$ cat src/rtl/freq_ctrl_pkg.sv
// Shared types and constants for the frequency auto-ranging controller.
// Gate-period table, threshold defaults and the controller state encoding.
package freq_ctrl_pkg;

  localparam int NUM_RANGES = 4;

  localparam int DEF_HI_THRESH = 100;
  localparam int DEF_LO_THRESH = 10;

  localparam int unsigned RANGE_PERIOD [NUM_RANGES] = '{
    4000, 1200, 400, 120
  };

  typedef enum logic [2:0] {
    IDLE,
    LOAD,
    DISCARD,
    MEASURE,
    EVAL
  } state_t;

endpackage

$ cat src/rtl/freq_range_rom.sv
// Range index to gate period lookup, combinational.
// Also used by the display-scaling logic.
module freq_range_rom
  import freq_ctrl_pkg::*;
#(
  parameter int BITS = 12
) (
  input  logic [1:0]      range,
  output logic [BITS-1:0] period
);

  // Table read; longest window at index 0.
  always_comb begin
    period = BITS'(RANGE_PERIOD[range]);
  end

endmodule

$ cat src/rtl/freq_autorange_ctrl.sv
// Auto-ranging gate controller: loads gate period, judges counts, steps range.
// Optional FREQ_AUTORANGE_HYST_EN: range change needs two same-direction strikes.
module freq_autorange_ctrl
  import freq_ctrl_pkg::*;
#(
  parameter int BITS       = 12,
  parameter int COUNT_W    = 7,
  parameter int HI_THRESH  = DEF_HI_THRESH,
  parameter int LO_THRESH  = DEF_LO_THRESH,
  parameter int INIT_RANGE = 1
) (
  input  logic               clk,
  input  logic               reset,
  input  logic               enable,
  input  logic               meas_done,
  input  logic [COUNT_W-1:0] meas_count,
  output logic [BITS-1:0]    period,
  output logic               period_load,
  output logic [1:0]         range,
  output logic [COUNT_W-1:0] result,
  output logic               result_valid,
  output logic               overrange,
  output logic               underrange
);

  state_t state, nxt_state;

  logic [COUNT_W-1:0] cnt;
  logic hi, lo, up, dn, report;

`ifdef FREQ_AUTORANGE_HYST_EN
  logic hi_strike, lo_strike;
`endif

  // range only moves on the edge into LOAD, so period follows it there
  freq_range_rom #(.BITS(BITS)) u_rom (
    .range  (range),
    .period (period)
  );

  // State register.
  always_ff @(posedge clk) begin
    if (reset) state <= IDLE;
    else       state <= nxt_state;
  end

  // Judge the captured count and decide whether to step range.
  always_comb begin
    hi = cnt >= COUNT_W'(HI_THRESH);
    lo = cnt < COUNT_W'(LO_THRESH);
`ifdef FREQ_AUTORANGE_HYST_EN
    up = hi && (range != 2'd3) && hi_strike;
    dn = lo && (range != 2'd0) && lo_strike;
`else
    up = hi && (range != 2'd3);
    dn = lo && (range != 2'd0);
`endif
  end

  // Next-state logic; enable low always wins.
  always_comb begin
    nxt_state = state;
    if (!enable) begin
      nxt_state = IDLE;
    end else begin
      unique case (state)
        IDLE:    nxt_state = LOAD;
        LOAD:    nxt_state = DISCARD;
        DISCARD: if (meas_done) nxt_state = MEASURE;
        MEASURE: if (meas_done) nxt_state = EVAL;
        EVAL:    nxt_state = (up || dn) ? LOAD : MEASURE;
        default: nxt_state = IDLE;
      endcase
    end
  end

  // Moore strobe and report decision.
  always_comb begin
    period_load = (state == LOAD);
    report      = (state == EVAL) && enable && !up && !dn;
  end

  // Count capture, range stepping and result registers.
  always_ff @(posedge clk) begin
    if (reset) begin
      range        <= 2'(INIT_RANGE);
      cnt          <= '0;
      result       <= '0;
      result_valid <= 1'b0;
      overrange    <= 1'b0;
      underrange   <= 1'b0;
    end else begin
      result_valid <= report;
      if (state == MEASURE && meas_done && enable)
        cnt <= meas_count;
      if (state == EVAL && enable) begin
        if (up)      range <= range + 2'd1;
        else if (dn) range <= range - 2'd1;
      end
      if (report) begin
        result     <= cnt;
        overrange  <= hi;
        underrange <= lo;
      end
    end
  end

`ifdef FREQ_AUTORANGE_HYST_EN
  // First out-of-range window arms a strike; second one steps the range.
  always_ff @(posedge clk) begin
    if (reset) begin
      hi_strike <= 1'b0;
      lo_strike <= 1'b0;
    end else if (state == EVAL && enable) begin
      if (up || dn) begin
        hi_strike <= 1'b0;
        lo_strike <= 1'b0;
      end else begin
        hi_strike <= hi;
        lo_strike <= lo;
      end
    end
  end
`endif

endmodule

$ cat config.mk
export PLATFORM = sky130hd
export DESIGN_NAME = freq_autorange_ctrl
export DESIGN_NICKNAME = d
export VERILOG_FILES = /design/src/rtl/freq_ctrl_pkg.sv /design/src/rtl/freq_range_rom.sv /design/src/rtl/freq_autorange_ctrl.sv
export SDC_FILE = /design/constraint.sdc
export NUM_CORES = 1
export LEC_CHECK = 0
export BUFFER_PORTS_ARGS = -buffer_cell sky130_fd_sc_hd__buf_2
export CAP_MARGIN = 20
export CORE_AREA = 2 2 49 51
export DETAILED_ROUTE_END_ITERATION = 8
export DIE_AREA = 0 0 51 53
export GPL_TIMING_DRIVEN = 0
export PLACE_DENSITY = 0.77
export SLEW_MARGIN = 40
export SYNTH_ARGS = -nofsm -noshare
export SYNTH_HDL_FRONTEND = slang
export SYNTH_SLANG_ARGS = --single-unit
$ cat constraint.sdc
create_clock -name clk -period 2.5 [get_ports clk]
set_input_delay 0.25 -clock clk [delete_from_list [all_inputs] [get_ports clk]]
set_output_delay 0.25 -clock clk [all_outputs]
set_load 0.05 [all_outputs]
==> results.txt <==
Initial antenna violation count = 0
Largest net degree at the start of global routing = 13
Via-to-Cell Ratio = 5.23
P&R area growth vs syn = 22.6%
Antenna diode count = 0
Main combinational cell family by area after synthesis = compound AO/OA/AOI/OAI gates
Crit path DAT = 2.04 ns
Post-synthesis mux area share = 0.0769
RSZ-0062 raised after global routing = no
R2r setup slk = 0.68 ns
Die height = 53 um
Top-Level Pins = 36
Final wirelength = 2100 um
Final min period = 1.82 ns
Syn Std Cell Area = 1060 um2
Clk buf depth = 2
PwrDens = 551 nW/um2
GR Overflow Total = 0
Placed cell count = 174
Final hold viol count = 0
FF-to-FF Start = state[1]
Max Cap Violations = 0
Vias in the first global route = 797
Pre-antenna DRT Iters = 4
Layout cell share with drive strength beyond 1 = 0.380
Syn Inst Count = 112
# port buffers = 32
All-layer global routing usage = 0.172
Die Area = 2700 um2
CTS Sinks = 22
Final Max Slew Viols = 0
Status = finished clean
Post-Synth Simple-Gate Area = 0.185
Crit path launch type = register
Adder-cell share of the synthesized area = 0
Req. time, crit path = 2.72 ns
Crit path max fanout = 10
CP endpoint kind = register
Drt wl/cell = 11.8 um
CTS tree = built
Clock transition at path regs = 0.11 ns
Synth Warn # = 0
WS Path Type = register to register
Initial Util = 0.492
Avg Cell Area, Syn = 9.44 um2
Post_cts resized = 0
Worst R2R End = underrange
Hold path depth = 3
Nets@finish = 162
Maximum clock frequency = 549 MHz
Hold Crit Class = input pin to register
Slew headroom = 0.574
Die X = 51 um
Post-synth top area share = 0.417
Row count = 17
Gpl congestion = 0.723
Clock root cell = clkbuf_4
Core area = 2150 um2
Worst VDD drop = 417 uV
Hold Path Origin = meas_count[0]
DRC viols = 0
FF+latch count, synth = 22
Yosys top cell by area = dfxtp_1
First element of the critical path = state[1]
Hold Crit Endpoint = cnt[0]
H-tree Lvls = 1
Initial DRC count = 13
Antenna viol nets, final = 0
R2R cell count = 6
Hold_buf cts = 0
# setup viols final = 0
Final Cycle Share = 0.728
Clock Skews = 0.00350 ns
Clock latency on the worst-skew pair = 0.31 ns
Worst slew pin tran = 0.630 ns
Leakage Power = 0.630 nW
Non-Filler Instances = 178
Vias post-DR = 931
Compound-cell area share of the yosys netlist = 0.217
Setup TNS = 0 ns
# Post-CTS Setup Buffers = 0
XOR/XNOR Fraction of Synth Area = 0
DPL Wire Length = 1610 um
Synth cell types = 35
First-pass GRT wire length = 3420 um
Register area share after synthesis = 0.417
TritonCTS buffer count = 3
Synth top area cells = dfxtp_1 (42%), a21bo_2 (6.6%), mux2i_1 (6.6%)
## area by class of cell
cell class / count / area (um2)
multi-input combinational: 75 / 517
clock buffer: 4 / 36.3
buffer: 12 / 88.8
tap: 28 / 35.0
fill: 208 / 852
timing repair buffer: 32 / 160
inverter: 5 / 18.8
sequential: 22 / 440
## layout by cell type, fill, tap and decap left out, types with 2 or more instances in the layout
cell,Yosys,layout
nand3_1,8,8
buf_4,5,5
o21ai_0,2,2
nor2_1,10,10
buf_2,2,34
conb_1,1,3
inv_1,5,5
a21bo_2,7,7
mux2i_1,7,7
nor2b_1,2,2
a21o_1,2,2
dfxtp_1,22,22
clkbuf_4,0,3
nand4_1,2,2
nand2_1,4,4
nor3_1,2,2
buf_6,3,3
a41o_1,2,2
a21oi_1,9,9
## cell usage after synthesis
cell type,instances
nor3_2,1
a311oi_1,1
mux2_2,1
o311ai_0,1
buf_1,1
buf_2,2
a21bo_2,7
nand3_1,8
mux2i_1,7
o2111ai_1,1
buf_4,5
nor4_1,1
conb_1,1
o21ai_0,2
nand2b_1,1
a21oi_1,9
a221o_1,1
or4_4,1
nor2_1,10
a41o_1,2
a21o_1,2
inv_1,5
nand4_1,2
nor2b_1,2
and3_1,1
nand4bb_4,1
dfxtp_1,22
a2111oi_0,1
o21bai_1,1
clkbuf_1,1
o311a_1,1
nand2_1,4
nor3_1,2
buf_6,3
o22ai_1,1
## power breakdown
part	total [mW]	internal, mW	switching [mW]
clock network	0.194	0.0891	0.105
logic	0.154	0.0392	0.115
registers	0.366	0.356	0.00950
## how the worst max path moves through the flow
stage / endpoint / cells after the start
floorplan: overrange / 5
global placement: overrange / 6
detailed placement: overrange / 6
CTS: underrange / 6
global route: overrange / 6
finish: underrange / 6
## sequential cells by signal, indices dropped and copies added, names as in the netlist
signal,count
cnt,7
result,7
underrange,1
range,2
overrange,1
state,3
result_valid,1
## metal layers
layer	GRT usage	vias to the layer above	routed length, um	share of wire
met4	0.0946	0	48	0.023
li1	-	472	-	-
met5	0	-	0	0
met3	0.0339	5	117	0.056
met1	0.209	427	909	0.43
met2	0.284	27	1020	0.49
## critical path, stage by stage (launching register included)
cell	delay (ns)
dfxtp_1	0.33
buf_6	0.13
nand4bb_4	0.25
or4_4	0.50
buf_6	0.15
buf_6	0.13
a41o_1	0.23
## cell families after synthesis
logic type             Yosys count
multiplexers                     8
AO/OA/AOI/OAI                   30
AND/OR/NAND/NOR                 34
buffers and inverters           17
other                            1
flip-flops                      22
## per-stage QoR
stage	hold WS [ns]	power [mW]	util	setup WS (ns)	cell area, um2
2_1_floorplan	0.392	0.492	-	0.237	1060
6_report	0.161	0.714	0.603	0.680	1300
3_5_place_dp	0.455	0.528	0.586	0.705	1260
3_3_place_gp	0.457	0.524	0.586	0.719	1260
5_1_grt	0.183	0.741	0.603	0.581	1300
4_1_cts	0.157	0.720	0.603	0.684	1300
Power figures use the tool's default switching activity.
